[src/rtl/vga_pkg.sv]
// Shared VGA 640x480 timing constants and the packed 8-bit RGB pixel type.
// Latency: n/a (package only).
// Backpressure: n/a.
package vga_pkg;

   localparam int H_DISPLAY      = 640;
   localparam int V_DISPLAY      = 480;
   localparam int H_MAX          = 799;
   localparam int V_MAX          = 524;
   localparam int SCREEN_W       = 512;
   localparam int SCREEN_H       = 256;
   localparam int WORDS_PER_LINE = 32;

   // Board pixel packing: {R[2:0], G[2:0], B[1:0]}
   typedef struct packed {
      logic [2:0] r;
      logic [2:0] g;
      logic [1:0] b;
   } rgb8_t;

   function automatic rgb8_t rgb8(input logic [7:0] packed_rgb);
      return rgb8_t'(packed_rgb);
   endfunction

   // Per-pixel side-band carried alongside the RAM fetch through the pipeline.
   typedef struct packed {
      logic       hsync;
      logic       vsync;
      logic       visible;
      logic       in_img;
      logic [3:0] idx;
   } side_t;

endpackage

[src/rtl/scanout_delay.sv]
// N-stage shift register advancing only on the pixel strobe; carries pixel side-band.
// Latency: N pix_ce strobes from d_i to q_o.
// Backpressure: none; contents hold while pix_ce_i is low, reset loads RESET_VAL.
// Ports: clk_i, reset_i (sync, active-high), pix_ce_i, d_i[W-1:0] in; q_o[W-1:0] out.
module scanout_delay #(
   parameter int             W         = 8,
   parameter int             N         = 2,
   parameter logic [W-1:0]   RESET_VAL = '0
) (
   input  logic          clk_i,
   input  logic          reset_i,
   input  logic          pix_ce_i,
   input  logic [W-1:0]  d_i,
   output logic [W-1:0]  q_o
);

   logic [W-1:0] stage_q [N];

   always_ff @(posedge clk_i) begin
      if (reset_i) begin
         for (int i = 0; i < N; i++) begin
            stage_q[i] <= RESET_VAL;
         end
      end else if (pix_ce_i) begin
         stage_q[0] <= d_i;
         for (int i = 1; i < N; i++) begin
            stage_q[i] <= stage_q[i-1];
         end
      end
   end

   assign q_o = stage_q[N-1];

endmodule

[src/rtl/hack_screen_scanout.sv]
// Hack screen scanout: maps VGA hcount/vcount to RGB from the 512x256 mono screen RAM.
// Latency: 3 pix_ce strobes from hcount/vcount/syncs to RGB/HSyncOut/VSyncOut.
// Backpressure: none; every stage advances only on pix_ce, outputs hold while it is low.
// Ports: clk, reset (sync, active-high), pix_ce, hcount/vcount[9:0], hsync_in/vsync_in in;
//        mem_addr[12:0]/mem_rd out, mem_data[15:0] in; Red/Green[2:0], Blue[1:0],
//        HSyncOut/VSyncOut out.
module hack_screen_scanout
   import vga_pkg::*;
#(
   parameter int          H_OFF      = 64,
   parameter int          V_OFF      = 112,
   parameter logic [7:0]  FG_RGB     = 8'h00,
   parameter logic [7:0]  BG_RGB     = 8'hFF,
   parameter logic [7:0]  BORDER_RGB = 8'h03
) (
   input  logic        clk,
   input  logic        reset,
   input  logic        pix_ce,
   input  logic [9:0]  hcount,
   input  logic [9:0]  vcount,
   input  logic        hsync_in,
   input  logic        vsync_in,
   output logic [12:0] mem_addr,
   output logic        mem_rd,
   input  logic [15:0] mem_data,
   output logic [2:0]  Red,
   output logic [2:0]  Green,
   output logic [1:0]  Blue,
   output logic        HSyncOut,
   output logic        VSyncOut
);

   localparam logic [9:0] H_VIS = 10'(H_DISPLAY);
   localparam logic [9:0] V_VIS = 10'(V_DISPLAY);
   localparam logic [9:0] H_LO  = 10'(H_OFF);
   localparam logic [9:0] H_HI  = 10'(H_OFF + SCREEN_W);
   localparam logic [9:0] V_LO  = 10'(V_OFF);
   localparam logic [9:0] V_HI  = 10'(V_OFF + SCREEN_H);

   localparam rgb8_t FG     = rgb8(FG_RGB);
   localparam rgb8_t BG     = rgb8(BG_RGB);
   localparam rgb8_t BORDER = rgb8(BORDER_RGB);

   localparam side_t SIDE_RESET = '{hsync: 1'b1, vsync: 1'b1, visible: 1'b0,
                                    in_img: 1'b0, idx: 4'd0};

   // ---------------- S0: geometry and fetch request ----------------
   logic        visible_d;
   logic        in_img_d;
   logic [8:0]  x_d;
   logic [7:0]  y_d;
   logic        fetch_d;
   side_t       side_d;

   always_comb begin
      visible_d = (hcount < H_VIS) && (vcount < V_VIS);
      in_img_d  = (hcount >= H_LO) && (hcount < H_HI) &&
                  (vcount >= V_LO) && (vcount < V_HI);
      x_d       = '0;
      y_d       = '0;
      if (in_img_d) begin
         x_d = 9'(hcount - H_LO);
         y_d = 8'(vcount - V_LO);
      end
      // First pixel of each 16-pixel word triggers the single read for that word.
      fetch_d        = pix_ce && in_img_d && (x_d[3:0] == 4'd0);
      side_d         = SIDE_RESET;
      side_d.hsync   = hsync_in;
      side_d.vsync   = vsync_in;
      side_d.visible = visible_d;
      side_d.in_img  = in_img_d;
      side_d.idx     = x_d[3:0];
   end

   logic [12:0] mem_addr_q;
   logic        mem_rd_q;

   always_ff @(posedge clk) begin
      if (reset) begin
         mem_addr_q <= '0;
         mem_rd_q   <= 1'b0;
      end else begin
         mem_rd_q <= fetch_d;
         if (fetch_d) begin
            // row*WORDS_PER_LINE + col/16 as a bit concatenation
            mem_addr_q <= {y_d, x_d[8:4]};
         end
      end
   end

   assign mem_addr = mem_addr_q;
   assign mem_rd   = mem_rd_q;

   // ---------------- S0 -> S1 side-band ----------------
   side_t side_s1;

   scanout_delay #(
      .W         ($bits(side_t)),
      .N         (2),
      .RESET_VAL (SIDE_RESET)
   ) u_side_delay (
      .clk_i    (clk),
      .reset_i  (reset),
      .pix_ce_i (pix_ce),
      .d_i      (side_d),
      .q_o      (side_s1)
   );

   // ---------------- S2: word register and colour mux ----------------
   // With back-to-back strobes the RAM word only becomes valid as the fetching
   // pixel enters S2, so the word-aligned pixel takes its bit straight from
   // mem_data and the word is captured for the 15 pixels that follow.
   logic [15:0] word_q;
   logic [15:0] pix_word;
   logic        pix_bit;
   rgb8_t       pix_rgb_d;
   rgb8_t       rgb_q;
   logic        hsync_q;
   logic        vsync_q;

   always_comb begin
      pix_word = (side_s1.idx == 4'd0) ? mem_data : word_q;
      pix_bit  = pix_word[side_s1.idx];   // bit 0 is the leftmost pixel
      if (!side_s1.visible) begin
         pix_rgb_d = '0;
      end else if (!side_s1.in_img) begin
         pix_rgb_d = BORDER;
      end else if (pix_bit) begin
         pix_rgb_d = FG;
      end else begin
         pix_rgb_d = BG;
      end
   end

   always_ff @(posedge clk) begin
      if (reset) begin
         word_q  <= '0;
         rgb_q   <= '0;
         hsync_q <= 1'b1;
         vsync_q <= 1'b1;
      end else if (pix_ce) begin
         if (side_s1.in_img && (side_s1.idx == 4'd0)) begin
            word_q <= mem_data;
         end
         rgb_q   <= pix_rgb_d;
         hsync_q <= side_s1.hsync;
         vsync_q <= side_s1.vsync;
      end
   end

   assign Red      = rgb_q.r;
   assign Green    = rgb_q.g;
   assign Blue     = rgb_q.b;
   assign HSyncOut = hsync_q;
   assign VSyncOut = vsync_q;

endmodule

[config.mk]
export PLATFORM = sky130hd
export DESIGN_NAME = hack_screen_scanout
export DESIGN_NICKNAME = d
export VERILOG_FILES = /design/src/rtl/vga_pkg.sv /design/src/rtl/scanout_delay.sv /design/src/rtl/hack_screen_scanout.sv
export SDC_FILE = /design/constraint.sdc
export NUM_CORES = 1
export LEC_CHECK = 0
export CAP_MARGIN = 15
export CORE_MARGIN = 2
export CORE_UTILIZATION = 25
export CTS_BUF_LIST = sky130_fd_sc_hd__clkbuf_2 sky130_fd_sc_hd__clkbuf_4 sky130_fd_sc_hd__clkbuf_8
export DETAILED_ROUTE_END_ITERATION = 7
export PLACE_DENSITY = 0.57
export SYNTH_ARGS = -nofsm -noshare
export SYNTH_HDL_FRONTEND = slang
export SYNTH_HIERARCHICAL = 1
export SYNTH_SLANG_ARGS = --single-unit
[constraint.sdc]
create_clock -name clk -period 3.35 [get_ports clk]
set_clock_uncertainty 0.2 [all_clocks]
set_input_delay 0.67 -clock clk [delete_from_list [all_inputs] [get_ports clk]]
set_output_delay 0.67 -clock clk [all_outputs]
set_load 0.005 [all_outputs]
==> flow_metrics.py <==
metrics = {
    "logic_synthesis": {
        "synth_ff_type": "dfxtp_1",
        "synth_area_per_cell_um2": 9.91,
        "synth_fp_nets": 286,
        "ys_ff_latch": 50,
        "synth_seq_area_share_pct": 48.4,
        "syn_inst": 242,
        "synth-async-reset-ratio_pct": 0,
        "synthDistinctLibCells": 42,
        "yosys.area.top_type": "dfxtp_1",
        "synth_top_area_share_pct": 28.4,
        "synth_edf_count": 16,
        "synth.area.top_cells": "dfxtp_1 28%, edfxtp_1 20%, mux2i_1 6.7%",
        "synthTopCellsByCount": "39 x nand2_1, 34 x dfxtp_1, 18 x a21oi_1, 18 x nor2_1",
        "synth_most_common_cell": "nand2_1",
        "syn-cell-area_um2": 2400,
        "yosysWarnings": 6,
    },
    "global_routing": {
        "antenna_found_initial": 0,
        "grt_usage_pct": 9.80,
        "grt-ovfl-total": 0,
        "grt_pass1_vias": 1758,
        "grt_first_pass_wirelength_um": 8150,
        "grt_max_degree": 52,
    },
    "routing": {
        "wl_per_cell_um": 11.6,
        "ant_nets": 0,
        "drt_iter0_drc": 50,
        "drc": 0,
        "drt-total-wl_um": 4860,
        "viasPerCell": 4.22,
        "via_count": 1771,
        "first_pass_iters": 5,
    },
    "clock_network": {
        "post_cts_resized": 0,
        "cts_inserted_buffers": 5,
        "post_cts_buffers": 0,
        "hold_buffers": 0,
        "clock-sinks": 50,
        "clock_latency_ps": 300,
        "path_clk_slew_ps": 90,
        "clock_path_buffers": 2,
        "tritoncts": "yes",
        "root_buffer": "clkbuf_8",
        "cts.htree.levels": 2,
    },
    "placed_design": {
        "numPortBuffers": 64,
        "globalplace.congestion": 0.812,
        "dpl.hpwl_um": 3540,
    },
    "sta": {
        "rsz0062_at_grt": "false",
        "final_max_slew_viol_count": 0,
        "hold_slack_ps": 256,
        "max_clock_freq_mhz": 398,
        "setup_viol_count_final": 0,
        "fin_setup_tns_ps": 0,
        "slew_headroom_pct": 54.1,
        "worst_pin_slew_ps": 688,
        "period_share_pct": 74.9,
        "finalHoldViolCount": 0,
        "finalCriticalPeriod_ps": 2510,
    },
    "floorplan": {
        "die_w_um": 102,
        "fp.coreArea_um2": 9280,
        "dieArea_um2": 10400,
        "rows": 35,
        "die_y_um": 102,
        "start_util_pct": 25.8,
        "ioPinCount": 65,
    },
    "setup_path": {
        "worst_path_max_delay_cell": "clkdlybuf4s50_1",
        "required_ps": 3330,
        "crit_type": "input port to flip-flop",
        "cp_max_fo": 14,
        "cp-end-kind": "flip-flop",
        "crit_path_start_kind": "input port",
        "worst_path_largest_cell_delay_ps": 450,
        "critPathArrivalTime_ps": 2490,
        "crit_chain": "clkdlybuf4s50_1, ha_1, a21oi_1, xnor2_1, nand3_2, mux2i_1, nor2_1",
    },
    "finish": {
        "fillers": 989,
        "area_growth_pct": 30.6,
        "diodes": 0,
        "layout-drive-gt1-share_pct": 10.7,
        "nets": 334,
    },
    "power_and_ir_drop": {
        "cellLeakagePower_nw": 1.23,
        "peakVddDrop_v": 0.000160,
        "power_density_nw_per_um2": 364,
    },
    "hold_path": {
        "min_path_type": "flip-flop to flip-flop",
    },
    "outcome": {
        "outcome": "finished clean",
    },
    "flow_run": {
        "maxCapViolations": 0,
    },
}
report_power, final:
part / internal [W] / switching [W] / total (W)
clock network: 0.000156 / 0.000197 / 0.000353
registers: 0.000644 / 0.0000131 / 0.000657
logic: 0.0000774 / 0.0000550 / 0.000132
registers in the layout, summed over array words and instances (netlist names):
register	count
VSyncOut	1
mem_addr	13
word_q	16
Red	1
u_side_delay/stage_q	16
HSyncOut	1
mem_rd	1
Blue	1
final timing paths:
kind	cells after the start	startpoint	slack [ps]	end
min reg2reg	2	word_q[0]	260	word_q[0]
max	7	vcount[4]	840	mem_addr[2]
max reg2reg	5	u_side_delay/stage_q[0][8]	1220	Red[1]
min	2	word_q[0]	260	word_q[0]
area by class of cell:
type	count	area, um^2	area share [%]
clock buffers	6	76.3	2.44
clock inverters	2	13.8	0.439
inverters	7	26.3	0.839
multi-input cells	158	1030	32.8
flip-flops and latches	50	1160	37.1
well taps	129	161	5.15
repair buffers	68	666	21.2
logic make-up after synthesis:
kind of cell               after synthesis  synth area share [%]
buffers and inverters                   34                  8.71
AOI/OAI and AO/OA                       37                  10.2
and+or+nand+nor                         95                  21.3
DFF                                     50                  48.4
xor gates and xnor gates                 4                  1.46
adders and majority gates                3                  1.57
muxes                                   19                  8.40
routing by layer:
layer	GRT usage, %	vias to the layer above	wire length [um]
met5	0	-	0
met4	1.85	0	40
met3	3.15	5	296
met2	16.4	48	2270
met1	12.5	804	2250
li1	-	914	-
cells in the final DEF, fill, tap and decap left out, types with 5 or more instances in the layout:
cell type,instances
clkdlybuf4s50_1,63
nand2_1,39
dfxtp_1,34
a21oi_1,18
nor2_1,18
mux2i_1,16
edfxtp_1,16
and3b_2,12
inv_1,6
o21ai_0,6
clkbuf_8,5
worst max-delay path: cells and delay by family:
| kind | cells | cell delay (ps) |
|---|---|---|
| adder cells (fa/ha/maj) | 1 | 240 |
| AO/OA/AOI/OAI | 1 | 170 |
| XOR/XNOR | 1 | 190 |
| AND/OR/NAND/NOR | 2 | 460 |
| buffers and inverters | 1 | 450 |
| multiplexers | 1 | 300 |
per-stage QoR:
step	utilization (%)	instances	power, W	cell area [um^2]	worst slack [ps]
floorplan	-	242	0.000740	2400	1140
global placement	32.8	412	0.000804	3040	503
detailed placement	32.8	412	0.000805	3040	475
CTS	33.7	420	0.00116	3130	806
global route	33.7	420	0.00121	3130	651
finish	33.7	420	0.00114	3130	839
Note: power is estimated with default switching activity, not from simulation.
